<file path="src/rtl/valu_ctrl.sv">
// VALU sequencer: splits a vector instruction into LANE-element slices,
// issuing one VRF read and one VALU/write-back step per slice.
package valu_pkg;
   typedef enum logic [3:0] {
      ALU_ADD, ALU_SUB, ALU_AND, ALU_OR,
      ALU_XOR, ALU_MIN, ALU_MAX, ALU_SLL,
      ALU_SRL, ALU_SRA, ALU_MSEQ, ALU_MSLT
   } type_scr1_vop_alu_cmd_e;
endpackage

module valu_ctrl
   import valu_pkg::*;
#(
   parameter int LANE  = 8,
   parameter int VLMAX = 64,
   localparam int VW   = $clog2(VLMAX) + 1,
   localparam int KW   = $clog2(VLMAX / LANE)
) (
   input  logic                   clk,
   input  logic                   rst,
   input  logic                   req_valid,
   output logic                   req_ready,
   input  type_scr1_vop_alu_cmd_e req_cmd,
   input  logic [4:0]             req_vd,
   input  logic [4:0]             req_vs1,
   input  logic [4:0]             req_vs2,
   input  logic                   req_vm,
   input  logic [VW-1:0]          req_vl,
   output logic                   vrf_rd_en,
   output logic [4:0]             vrf_rd_addr1,
   output logic [4:0]             vrf_rd_addr2,
   output logic [KW-1:0]          vrf_rd_chunk,
   output logic                   valu_enable,
   output logic                   valu_write_enable,
   output logic                   valu_maskreg_enable,
   output logic                   valu_mask,
   output type_scr1_vop_alu_cmd_e valu_cmd,
   output logic [31:0]            valu_vl,
   output logic                   wb_valid,
   input  logic                   wb_ready,
   output logic [4:0]             wb_addr,
   output logic [KW-1:0]          wb_chunk,
   output logic                   busy,
   output logic                   done
);

   typedef enum logic [1:0] {S_IDLE, S_RD, S_EX, S_FIN} state_e;

   state_e                 state_q, state_d;
   logic [KW-1:0]          k_q, k_d;
   type_scr1_vop_alu_cmd_e cmd_q, cmd_d;
   logic [4:0]             vd_q, vd_d;
   logic [4:0]             vs1_q, vs1_d;
   logic [4:0]             vs2_q, vs2_d;
   logic                   vm_q, vm_d;
   logic [VW-1:0]          vl_q, vl_d;

   logic [31:0]            rem;
   logic                   last_slice;

   // Elements left from the current slice on, and whether it is the final one
   always_comb begin
      rem        = 32'(vl_q) - (32'(LANE) * 32'(k_q));
      last_slice = (32'(LANE) * (32'(k_q) + 32'd1)) >= 32'(vl_q);
   end

   // State and latched-instruction registers
   always_ff @(posedge clk or posedge rst) begin
      if (rst) begin
         state_q <= S_IDLE;
         k_q     <= '0;
         cmd_q   <= ALU_ADD;
         vd_q    <= '0;
         vs1_q   <= '0;
         vs2_q   <= '0;
         vm_q    <= 1'b0;
         vl_q    <= '0;
      end else begin
         state_q <= state_d;
         k_q     <= k_d;
         cmd_q   <= cmd_d;
         vd_q    <= vd_d;
         vs1_q   <= vs1_d;
         vs2_q   <= vs2_d;
         vm_q    <= vm_d;
         vl_q    <= vl_d;
      end
   end

   // Next-state: accept in IDLE, alternate RD/EX per slice, then FIN
   always_comb begin
      state_d = state_q;
      k_d     = k_q;
      cmd_d   = cmd_q;
      vd_d    = vd_q;
      vs1_d   = vs1_q;
      vs2_d   = vs2_q;
      vm_d    = vm_q;
      vl_d    = vl_q;
      unique case (state_q)
         S_IDLE: begin
            if (req_valid) begin
               cmd_d = req_cmd;
               vd_d  = req_vd;
               vs1_d = req_vs1;
               vs2_d = req_vs2;
               vm_d  = req_vm;
               k_d   = '0;
               vl_d  = (req_vl > VW'(VLMAX)) ? VW'(VLMAX) : req_vl;
               state_d = (req_vl == '0) ? S_FIN : S_RD;
            end
         end
         S_RD: state_d = S_EX;
         S_EX: begin
            if (wb_ready) begin
               if (last_slice) begin
                  state_d = S_FIN;
               end else begin
                  k_d     = k_q + KW'(1);
                  state_d = S_RD;
               end
            end
         end
         S_FIN: state_d = S_IDLE;
         default: state_d = S_IDLE;
      endcase
   end

   // Per-state outputs; control strobes only asserted in their own state
   always_comb begin
      req_ready           = (state_q == S_IDLE);
      busy                = (state_q != S_IDLE);
      done                = (state_q == S_FIN);
      vrf_rd_en           = (state_q == S_RD);
      vrf_rd_addr1        = vs1_q;
      vrf_rd_addr2        = vs2_q;
      vrf_rd_chunk        = k_q;
      valu_enable         = 1'b0;
      valu_write_enable   = 1'b0;
      valu_maskreg_enable = 1'b0;
      valu_mask           = 1'b0;
      valu_cmd            = cmd_q;
      valu_vl             = '0;
      wb_valid            = 1'b0;
      wb_addr             = vd_q;
      wb_chunk            = k_q;
      if (state_q == S_EX) begin
         valu_enable         = 1'b1;
         valu_write_enable   = 1'b1;
         wb_valid            = 1'b1;
         valu_maskreg_enable = vm_q;
         valu_mask           = vm_q;
         valu_vl             = (rem > 32'(LANE)) ? 32'(LANE) : rem;
      end
   end

endmodule

</file>
<file path="config.mk">
export PLATFORM = sky130hd
export DESIGN_NAME = valu_ctrl
export DESIGN_NICKNAME = d
export VERILOG_FILES = /design/src/rtl/valu_ctrl.sv
export SDC_FILE = /design/constraint.sdc
export NUM_CORES = 1
export LEC_CHECK = 0
export BUFFER_PORTS_ARGS = -buffer_cell sky130_fd_sc_hd__buf_2
export CORE_ASPECT_RATIO = 0.5
export CORE_UTILIZATION = 35
export DETAILED_ROUTE_END_ITERATION = 6
export PLACE_DENSITY_LB_ADDON = 0.12
export SYNTH_ARGS = -nofsm -noshare
export SYNTH_HDL_FRONTEND = slang
export SYNTH_SLANG_ARGS = --single-unit
export TNS_END_PERCENT = 5
</file>
<file path="constraint.sdc">
create_clock -name clk -period 2.43 [get_ports clk]
set_input_delay 0.243 -clock clk [delete_from_list [all_inputs] [get_ports clk]]
set_output_delay 0.243 -clock clk [all_outputs]
set_load 0.01 [all_outputs]
</file>
After elaboration in Yosys (flattened, before gate mapping) --
Cells that the tools add are included.
Word-level totals: register bits after elaboration 32, input bits 31, output and inout port bits 66, logic and storage cells 41
Operators by class: $add $sub $neg 3, order comparisons 3, equality and inequality tests 6, muxes and demuxes 14, reductions and logical operators 7
Operator list (count):
- two-way mux 32 bit | 2
- greater-than comparator 32 x 4 -> 1 bit (second input constant) | 1
- two-way mux 3 bit | 3
- two-way mux 2 bit | 4
- case mux 2 bit (4 select lines) | 1
- subtractor 7 x 6 -> 8 bit | 1
- >= comparator 7 bit | 1
- greater-than comparator 7 bit (second input constant) | 1
- logical NOT 7 bit | 1
- two-way mux 7 bit | 1
- != test 2 bit (second input constant) | 3
- case mux 3 bit (2 select lines) | 1
- adder 3 x 1 -> 4 bit (second input constant) | 1
- equality test 2 bit (second input constant) | 2
- AND reduction 2 bit | 2
- AND reduction 4 bit | 1
- nonzero test 2 bit | 2
- adder 3 x 1 -> 3 bit (second input constant) | 1
- equality test 2 x 1 -> 1 bit (second input constant) | 1
- logical NOT 2 bit | 1
- two-way mux 1 bit | 2

Longest topological paths before layout --
Gate-level depths: netlist of the first run.
depth in word-level cells 5, depth in mapped cells 8

Least setup slack after synthesis of the first run --
Ideal clock, no wire load.
path kind flip-flop to flip-flop, from register k_q[0], in the netlist vrf_rd_chunk[0], to register k_q[2], in the netlist vrf_rd_chunk[2], library setup time 124 ps, arrival time 2169 ps, required time 2306 ps, path slack 137 ps, stages on the path, launching flop included 8, path buffers 0, period minus slack after synthesis 2293 ps, path through dfrtp_1 ha_1 xor2_1 ha_1 nor2b_1 o31a_1 a211o_1 a211o_1
On the way: longest elaborated chain between the ends 4, elaborated cells on any way between the ends 8, classes of those cells 2 x add/sub; 1 x order compare; 1 x eq/ne; 3 x mux; 1 x reduce/logical
Ends and longest elaborated chain:
- start: declaration | line 50 | logic [KW-1:0] k_q, k_d;
- start signal: assignment | line 80 | k_q <= k_d;
- adder 3 x 1 -> 4 bit or adder 3 x 1 -> 3 bit (tied branches) | line 64, 119
- >= comparator 7 bit or two-way mux 3 bit (tied branches) | line 64, 116
- != test 2 bit (no line) or two-way mux 3 bit (tied branches)
- AND reduction 4 bit (no line) or case mux 3 bit (2 select lines) (tied branches)
Several ways; a longest one is shown, not always the timed one. The select of a mux whose other input is x is not followed. A chain may end at the register's enable or synchronous reset.

Final worst setup path of the first run --
from register k_q[0], in the netlist vrf_rd_chunk[0], to output valu_vl[3]
On the way: longest elaborated chain between the ends 4
Ends and longest elaborated chain:
- subtractor 7 x 6 -> 8 bit * | line 63 | rem = 32'(vl_q) - (32'(LANE) * 32'(k_q));
- greater-than comparator 32 x 4 -> 1 bit | line 153 | valu_vl = (rem > 32'(LANE)) ? 32'(LANE) : rem;
- two-way mux 32 bit * | line 153
- two-way mux 32 bit * | line 147 | if (state_q == S_EX) begin
- end: declaration | line 38 | output logic [31:0] valu_vl,
Mark *: on every way between the ends. The rest lies on a longest branch, timed or not.

==> flow_metrics.tcl, run 1 <==
set metrics [dict create \
    gp_congestion 0.7252 \
    clock_skew_ns 0.004196 \
    syn_inst 179 \
    slew_viol_final 0 \
    grt_pass1_vias 1311 \
    die_h_um 53.51 \
    row_count 18 \
    synth_area_leader_cell "dfrtp_1" \
    avgSynthCellArea_um2 10.37 \
    rsz0062_at_grt "no" \
    grt_pass1_wl_um 6009 \
    cts.path.max_buffers 2 \
    io-pin-count 97 \
    synth-simple-area-share_pct 11.86 \
    drcViolationCount 0 \
    cts_buffers 5 \
    synth_seq_cells 32 \
    yosysUniqueCellTypes 35 \
    wire_per_inst_um 11.12 \
    drive_above_1_share_pct 33.47 \
    clock_latency_ns 0.28 \
    drt_pass1_iterations 3 \
    finalHoldViolations 0 \
    area.growth.synth_to_final_pct 23.25 \
    dieArea_um2 5618 \
    antenna-diode-count 0 \
    timing_worst_setup_path_type "flop to output port" \
    fill_cells 501 \
    ir_drop_uv 521.9 \
    setup_viol 0 \
    nets 290 \
    cp_max_fo 6 \
    synthAdderAreaFrac_pct 6.469 \
    start_kind "flop" \
    ant_nets 0 \
    tritoncts "yes" \
    cts_root_buffer "clkbuf_8" \
    synth_top_family_by_area "buffers and inverters" \
    setup_tns_ns 0 \
    dp_hpwl_um 2856 \
    gr-usage-all-layers_pct 13.96 \
    yosys_warnings 0 \
    synth_compound_area_share_pct 7.749 \
    drtIter0Drc 10 \
    via_per_inst 4.352 \
    p_per_area_nw_per_um2 1195 \
    core_area_um2 5022 \
    maxCapViolCount 0 \
    htreeDepth 2 \
    final_cell_count_no_fill 321 \
    outcome "finished clean" \
    min_path_type "input port to flop" \
    synth_mux_area_share_pct 12.74 \
    grt_max_degree 21 \
    final.min_clock_period_ns 2.327 \
    required_ns 2.19 \
    routed_wl_um 3570 \
    endpoint_kind "output port" \
    io_buffers 68 \
    syn_area_um2 1857 \
    yosys.area.top_type_share_pct 43.13 \
    cts.sinks 32 \
    yosys.area_share.xor_xnor_pct 0.9434 \
    yosysSeqAreaShare_pct 43.13 \
    antenna_found_initial 0 \
    grt-ovfl-total 0 \
    power_leakage_nw 1.199 \
    die_w_um 105.0 \
    max_freq_ghz 0.4297 \
    arrival_ns 2.08 \
    synth.area.top_cells "dfrtp_1, buf_4, mux2_1" \
    period_share_pct 95.77 \
    cts.clk_slew.worst_paths_ns 0.07 \
    start_util_pct 36.97 \
    vias 1397 \
    dpl.cell_count 312 \
]
[worst max-delay path, cell delays in order (launching register included)]
cell	delay, ns
dfrtp_1	0.39
buf_4	0.16
ha_1	0.23
fa_1	0.40
o21ai_2	0.19
nand2_1	0.08
o31a_1	0.23
buf_2	0.14
[registers in the layout, indices dropped and copies added, names as in the netlist]
signal        count
valu_cmd          4
vrf_rd_addr1      5
vm_q              1
vrf_rd_addr2      5
vl_q              7
state_q           2
vrf_rd_chunk      3
wb_addr           5
[where the power goes]
part | internal [mW] | switching (mW)
Sequential | 0.775 | 0.149
Combinational | 0.602 | 0.718
Clock | 0.304 | 0.187
[cell usage after synthesis, drive strengths merged]
cell / instances
xnor2: 1
buf: 36
conb: 1
a21oi: 5
nand2: 9
xor2: 1
nor4: 1
or3: 1
o211ai: 1
a211o: 2
and2: 2
nand3: 2
inv: 11
mux2: 21
a32o: 2
clkinv: 1
o31a: 2
o22ai: 1
nor3b: 1
fa: 1
nor4b: 1
ha: 8
a21o: 1
nor2: 10
nor2b: 2
o21ai: 7
o21a: 1
nand4: 4
nand2b: 8
clkbuf: 1
nor3: 2
dfrtp: 32
[per-stage QoR]
step / util [%] / instance area (um^2) / worst slack, ns / power [mW] / hold slack [ns]
6_report: 45.57 / 2288 / 0.1029 / 2.736 / 0.1711
4_1_cts: 45.49 / 2285 / 0.03355 / 2.768 / 0.1621
2_1_floorplan: - / 1958 / 0.1375 / 1.826 / 0.3592
3_5_place_dp: 43.15 / 2167 / 0.1253 / 2.252 / 0.2920
3_3_place_gp: 43.15 / 2167 / 0.1739 / 2.227 / 0.2863
5_1_grt: 45.57 / 2288 / 0.004234 / 2.990 / 0.1608
[cell families after synthesis]
| kind of cell | Yosys count |
|---|---|
| buffers and inverters | 49 |
| AND/OR/NAND/NOR | 43 |
| flip-flops | 32 |
| AO/OA/AOI/OAI | 22 |
| multiplexers | 21 |
| adder cells (fa/ha/maj) | 9 |
| XOR/XNOR | 2 |
| other | 1 |
[final timing paths]
check	from	to	slack [ns]	cells past startpoint
min in group asynchronous	rst	wb_addr[2]	0.52	3
hold / removal	req_vd[0]	wb_addr[0]	0.17	2
max in group asynchronous	rst	vl_q[4]	1.26	4
setup reg to reg	vrf_rd_chunk[0]	vrf_rd_chunk[2]	0.14	7
setup / recovery	vrf_rd_chunk[0]	valu_vl[3]	0.10	7
hold reg to reg	vm_q	vm_q	0.49	1
[layout make-up]
class / instances / area (um^2) / share of cell area [%]
multi-input cells: 125 / 847.1 / 37.01
flip-flops and latches: 32 / 800.8 / 34.99
repair buffers: 74 / 400.4 / 17.50
well taps: 70 / 87.58 / 3.827
clock buffers: 6 / 72.57 / 3.171
inverters: 12 / 45.04 / 1.968
clock inverters: 2 / 35.03 / 1.531
[layout by cell type, fill, tap and decap left out, types with 2 or more instances in the layout]
cell type and count:
a32o_1 2, nor2b_1 2, buf_2 68, nand4_1 4
clkbuf_8 5, buf_4 4, inv_1 11, ha_1 8
conb_1 28, nand3_1 2, nand2b_1 8, mux2_1 18
a211o_1 2, nand2_1 9, a21oi_1 5, o21ai_1 6
nor2_1 10, and2_1 2, nor3_1 2, mux2_2 3
dfrtp_1 32, o31a_1 2
[what timing repair did]
action | CTS | global route
endpoints found under the hold margin | 12 | 0
setup buffers | 0 | 0
pin swaps | 0 | 1
endpoints found under the setup margin | 1 | 2
hold buffers | 1 | 0
resized for setup | 1 | 1
[layer usage]
layer  vias up  GRT usage (%)  share of wire [%]
met2        59          24.50                 46
met4         0          4.930               0.84
li1        685              -                  -
met3         6          4.064                5.7
met5         -              0                  0
met1       647          16.88                 47
(Power assumes the default switching activity.)
==> inputs of run 2 (changes only) <==
--- a/config.mk
+++ b/config.mk
@@ -5,6 +5,7 @@
 export SDC_FILE = /design/constraint.sdc
 export NUM_CORES = 1
 export LEC_CHECK = 0
+export ABC_AREA = 1
 export BUFFER_PORTS_ARGS = -buffer_cell sky130_fd_sc_hd__buf_2
 export CORE_ASPECT_RATIO = 0.5
 export CORE_UTILIZATION = 35
==> run 2 against run 1 <==
Net effect: die area grew 4.2%; non-clock buffer count shrank 5; clock power grew 2%; synthesized area grew 4.3%; cell count grew 21%; global-route usage grew 1.2 points; first-iteration DRC count grew to 5.4 times the previous value; hold slack lost 0.14 ns; count of clock-buffer cells in the layout is the same; design area grew 0.44%; register-to-register slack gained 0.19 ns.
==> flow_metrics.tcl, run 2 <==
set metrics [dict create \
    grt_pass1_vias 1434 \
    die_h_um 54.60 \
    r2r-start "vrf_rd_chunk[1]" \
    power_leakage_nw 1.404 \
    yosys_warnings 0 \
    fin_util_pct 44.96 \
    yosysUniqueCellTypes 22 \
    top_register "vl_q" \
    arrival_ns 2.11 \
    die_w_um 107.2 \
    synth_edf_count 0 \
    ys.flop_type "dfrtp_1" \
    cts.sinks 32 \
    synthMostInstantiatedCell "nand2_1" \
    cts_buffers 5 \
    ctsHoldBuffers 0 \
    io-pin-count 97 \
    htreeDepth 2 \
    start_util_pct 37.89 \
    ys_top_cells_by_count "nand2_1, buf_4, dfrtp_1" \
    cts_root_buffer "clkbuf_8" \
    synth_area_leader_cell "dfrtp_1" \
    setup_viol 0 \
    largest_reg_flops 7 \
    drive_above_1_share_pct 27.04 \
    clock_skew_ns 0.001914 \
    whs_ns 0.03330 \
    postCtsSetupBuffers 0 \
    drcViolationCount 0 \
    endpoint_kind "output port" \
    area.growth.synth_to_final_pct 18.67 \
    crit_chain "ha_1, fa_2, nand2_1, nor2_1, nand3_1, nand2_1, inv_1, buf_2" \
    tritoncts "yes" \
    cpPeakStageDelay_ns 0.53 \
    finalHoldViolations 0 \
    seqCellArea_um2 802.0 \
    drt_pass1_iterations 4 \
    gp_congestion 0.7692 \
    antenna-diode-count 0 \
    yosysSeqAreaShare_pct 41.34 \
    final.min_clock_period_ns 2.353 \
    synth.area.top_cells "dfrtp_1, nand2_1, buf_4" \
    cts_resized 0 \
    ant_nets 0 \
    cp_max_fo 7 \
    slew_viol_final 0 \
    multiInputGateArea_um2 844.6 \
    clock_latency_ns 0.28 \
    drtIter0Drc 54 \
    period_share_pct 96.82 \
    grt_max_degree 33 \
    setup_tns_ns 0 \
    syn_inst 253 \
    ir_drop_uv 408.8 \
    routed_wl_um 4021 \
    grt_pass1_wl_um 6437 \
    async_flop_share_pct 100.0 \
    crit_path_top_delay_cell "fa_2" \
    nets 357 \
    dp_hpwl_um 2942 \
    synth_seq_cells 32 \
    most-common-layout-cells "nand2_1, buf_2, dfrtp_1" \
    layout_commonest_cell "nand2_1" \
    cts.path.max_buffers 2 \
    yosys.area.top_type_share_pct 41.34 \
    gr-usage-all-layers_pct 15.12 \
    cp-startpoint "vrf_rd_chunk[0]" \
    row_count 18 \
    wire_per_inst_um 10.36 \
    cp_common_cell "nand2_1" \
    cts.clk_slew.worst_paths_ns 0.07 \
    p_per_area_nw_per_um2 1206 \
    required_ns 2.19 \
    path_delay_family "adder cells" \
    outcome "finished clean" \
    core_area_um2 5112 \
    io_buffers 68 \
    fill_cells 513 \
    crit_buf_inv 2 \
    syn_area_um2 1937 \
    timing_worst_setup_path_type "flop to output port" \
    avgSynthCellArea_um2 7.656 \
    max_freq_ghz 0.4250 \
    vias 1640 \
    via_per_inst 4.227 \
    dieArea_um2 5853 \
    min_path_type "input port to asynchronous set/reset pin" \
    start_kind "flop" \
    grt-ovfl-total 0 \
    antenna_found_initial 0 \
    maxCapViolCount 0 \
]
-- run 2: cell types whose count changed after synthesis, sizes merged, moves of 8 or more --
cell	change
inv	+18
mux2	-21
nand2	+85
nand2b	-8
nand3	+9
nor2	+11
-- run 2: power breakdown --
part           internal, mW  switching (mW)  total (mW)
clock                 0.304           0.198       0.502
combinational         0.502           0.841        1.34
sequential            0.775           0.153       0.927
total                  1.58            1.19        2.77
-- run 2: metal layers --
layer  GRT usage [%]  part of all wire (%)  vias to the layer above  wire length (um)
met1           17.22                    45                      741              1792
li1                -                     -                      826                 -
met3           4.524                   5.7                        4               229
met5               0                     0                        -                 0
met2           27.31                    49                       69              1961
met4           6.849                  0.95                        0                38
-- run 2: final cells by class --
cell class,count,share of cell area [%]
Clock buffer,6,3.157
Clock inverter,2,1.524
Inverter,29,4.736
Multi-Input combinational cell,180,36.74
Sequential cell,32,34.89
Tap cell,70,3.811
Timing Repair Buffer,69,15.13
-- run 2: cell families after synthesis --
kind of cell / synth area share [%]
compound gates: 3.940
xor+xnor: 0.4523
fa+ha+maj: 6.202
buf+inv: 20.67
flops: 41.34
other cells: 0.1936
simple gates: 27.20
-- run 2: worst min-delay path: stages --
cell and delay (ns):
buf_2 0.09, inv_1 0.04, buf_4 0.37
-- run 2: through the flow --
stage / setup WS [ns] / std cells / area (um^2) / total power [mW]
2_1_floorplan: 0.4869 / 280 / 2038 / 1.906
3_3_place_gp: 0.3529 / 380 / 2182 / 2.242
3_5_place_dp: 0.3318 / 380 / 2182 / 2.261
4_1_cts: 0.03859 / 388 / 2290 / 2.781
5_1_grt: -0.01866 / 388 / 2298 / 3.056
6_report: 0.07727 / 388 / 2298 / 2.772
-- run 2: path summary, 6_finish.rpt --
path                                   end  slack (ns)  depth (start not counted)
max                             valu_vl[3]        0.08                          8
max in group asynchronous  vrf_rd_chunk[0]        2.07                          3
min in group clk               valu_cmd[3]        0.15                          3
min                            valu_cmd[1]        0.03                          3
max reg2reg                vrf_rd_chunk[1]        0.33                         12
min reg2reg                vrf_rd_addr2[0]        0.48                          2
==> inputs of run 3 (changes only) <==
==> constraint.sdc (replaced) <==
create_clock -name clk -period 2.43 [get_ports clk]
set_input_delay 0.1215 -clock clk [delete_from_list [all_inputs] [get_ports clk]]
set_output_delay 0.1215 -clock clk [all_outputs]
set_load 0.01 [all_outputs]
==> run 3 against run 2 <==
Net effect: cell count is 0.26% higher; non-clock buffer count increased by 1; via count down 1.3%; count of clock-buffer cells in the layout down 1; die area did not move; setup slack gained 0.097 ns; largest cell class unchanged; register-to-register slack improved by 0.06 ns; critical path depth did not move; critical path type unchanged.
==> flow_metrics.tcl, run 3 (synthesis results as in run 2) <==
set metrics [dict create \
    finalHoldViolations 0 \
    antenna_found_initial 0 \
    p_per_area_nw_per_um2 1190 \
    seqCellArea_um2 802.0 \
    row_count 18 \
    clock_latency_ns 0.28 \
    vias 1619 \
    cp-startpoint "vrf_rd_chunk[0]" \
    r2r-start "vrf_rd_chunk[1]" \
    grt_pass1_wl_um 6320 \
    dp_hpwl_um 2923 \
    arrival_ns 2.13 \
    regToRegEndpoint "vrf_rd_chunk[1]" \
    cts.path.max_buffers 2 \
    grt_pass1_vias 1443 \
    die_h_um 54.60 \
    core_area_um2 5112 \
    drtIter0Drc 43 \
    ant_nets 0 \
    multiInputGateArea_um2 837.1 \
    io-pin-count 97 \
    tritoncts "yes" \
    cts_root_buffer "clkbuf_8" \
    nets 358 \
    final.min_clock_period_ns 2.256 \
    min_path_type "input port to flop" \
    most-common-layout-cells "nand2_1, buf_2, dfrtp_1" \
    gp_congestion 0.7999 \
    met2_usage_pct 25.16 \
    endpoint_kind "output port" \
    grt-busiest-layer "met2" \
    timing_worst_setup_path_type "flop to output port" \
    dpl-instance-area_um2 2182 \
    grt_max_degree 33 \
    drt_pass1_iterations 4 \
    reg2reg_depth 12 \
    period_share_pct 92.82 \
    routed_wl_um 3871 \
    max_freq_ghz 0.4433 \
    antenna-diode-count 0 \
    cts.clk_slew.worst_paths_ns 0.07 \
    start_kind "flop" \
    met3_usage_pct 4.405 \
    design_area_um2 2305 \
    dieArea_um2 5853 \
    postCtsSetupBuffers 0 \
    layout_commonest_cell "nand2_1" \
    top_register "vl_q" \
    rrSetupSlack_ns 0.39 \
    htreeDepth 2 \
    clock_skew_ns 0.002064 \
    cts_buffers 5 \
    cp_max_fo 7 \
    io_buffers 68 \
    setup_tns_ns 0 \
    power_leakage_nw 1.408 \
    area.growth.synth_to_final_pct 18.99 \
    maxCapViolCount 0 \
    drive_above_1_share_pct 26.65 \
    ir_drop_uv 495.1 \
    gr-usage-all-layers_pct 14.47 \
    setup_viol 0 \
    whs_ns 0.03054 \
    fill_cells 542 \
    slew_headroom_pct 66.60 \
    power.total_mw 2.743 \
    critPathCapture "valu_vl[0]" \
    rsz0062_at_grt "no" \
    wire_per_inst_um 9.951 \
    cts.sinks 32 \
    met1_usage_pct 17.21 \
    required_ns 2.31 \
    worst_pin_slew_ns 0.5003 \
    start_util_pct 37.89 \
    outcome "finished clean" \
    die_w_um 107.2 \
    drcViolationCount 0 \
    slew_viol_final 0 \
    largest_reg_flops 7 \
    via_per_inst 4.162 \
    grt-ovfl-total 0 \
]
## run 3: critical path, cell delays in order, from the launching register on
cell	delay [ns]
dfrtp_2	0.45
ha_1	0.25
fa_1	0.40
o21ai_0	0.17
nor2_1	0.05
nor2_1	0.14
nand3_1	0.15
nor2_1	0.11
buf_2	0.14
## run 3: repair_timing
item | 4_1_cts | 5_1_grt
endpoints found under the hold margin | 32 | 0
endpoints found under the setup margin | 0 | 1
hold buffers | 1 | 0
resized for setup | 0 | 1
## run 3: metal layers
| layer | wire length (um) | part of all wire (%) |
|---|---|---|
| met1 | 1779 | 46 |
| met2 | 1830 | 47 |
| met3 | 235 | 6.1 |
| met4 | 27 | 0.70 |
| met5 | 0 | 0 |
## run 3: final cells by class
class,count,share of cell area (%)
timing repair buffer,70,15.53
clock inverter,3,1.846
multi-input combinational,180,36.32
tap,70,3.800
sequential,32,34.80
clock buffer,5,2.986
inverter,29,4.723
## run 3: through the flow
step / instances / utilization, % / worst slack, ns
after global routing: 389 / 45.08 / 0.02853
after CTS: 389 / 45.06 / 0.1394
after floorplan: 280 / - / 0.4869
after global placement: 380 / 42.68 / 0.4312
after detailed placement: 380 / 42.68 / 0.3767
final: 389 / 45.08 / 0.1744
## run 3: worst min path at each step
| stage | to | start | slack, ns | cells after the start |
|---|---|---|---|---|
| global route | vrf_rd_addr2[4] | req_vs2[4] | 0.02 | 3 |
| detailed placement | vrf_rd_addr1[0] | rst | 0.24 | 3 |
| CTS | vrf_rd_addr2[3] | req_vs2[3] | 0.02 | 3 |
| floorplan | valu_cmd[0] | req_cmd[0] | 0.23 | 2 |
| finish | valu_cmd[2] | req_cmd[2] | 0.03 | 3 |
| global placement | vrf_rd_addr1[2] | rst | 0.23 | 3 |
## run 3: power breakdown
| group | internal (mW) | switching [mW] |
|---|---|---|
| Combinational | 0.494 | 0.811 |
| Sequential | 0.774 | 0.155 |
| Clock | 0.303 | 0.207 |
| Total | 1.57 | 1.17 |
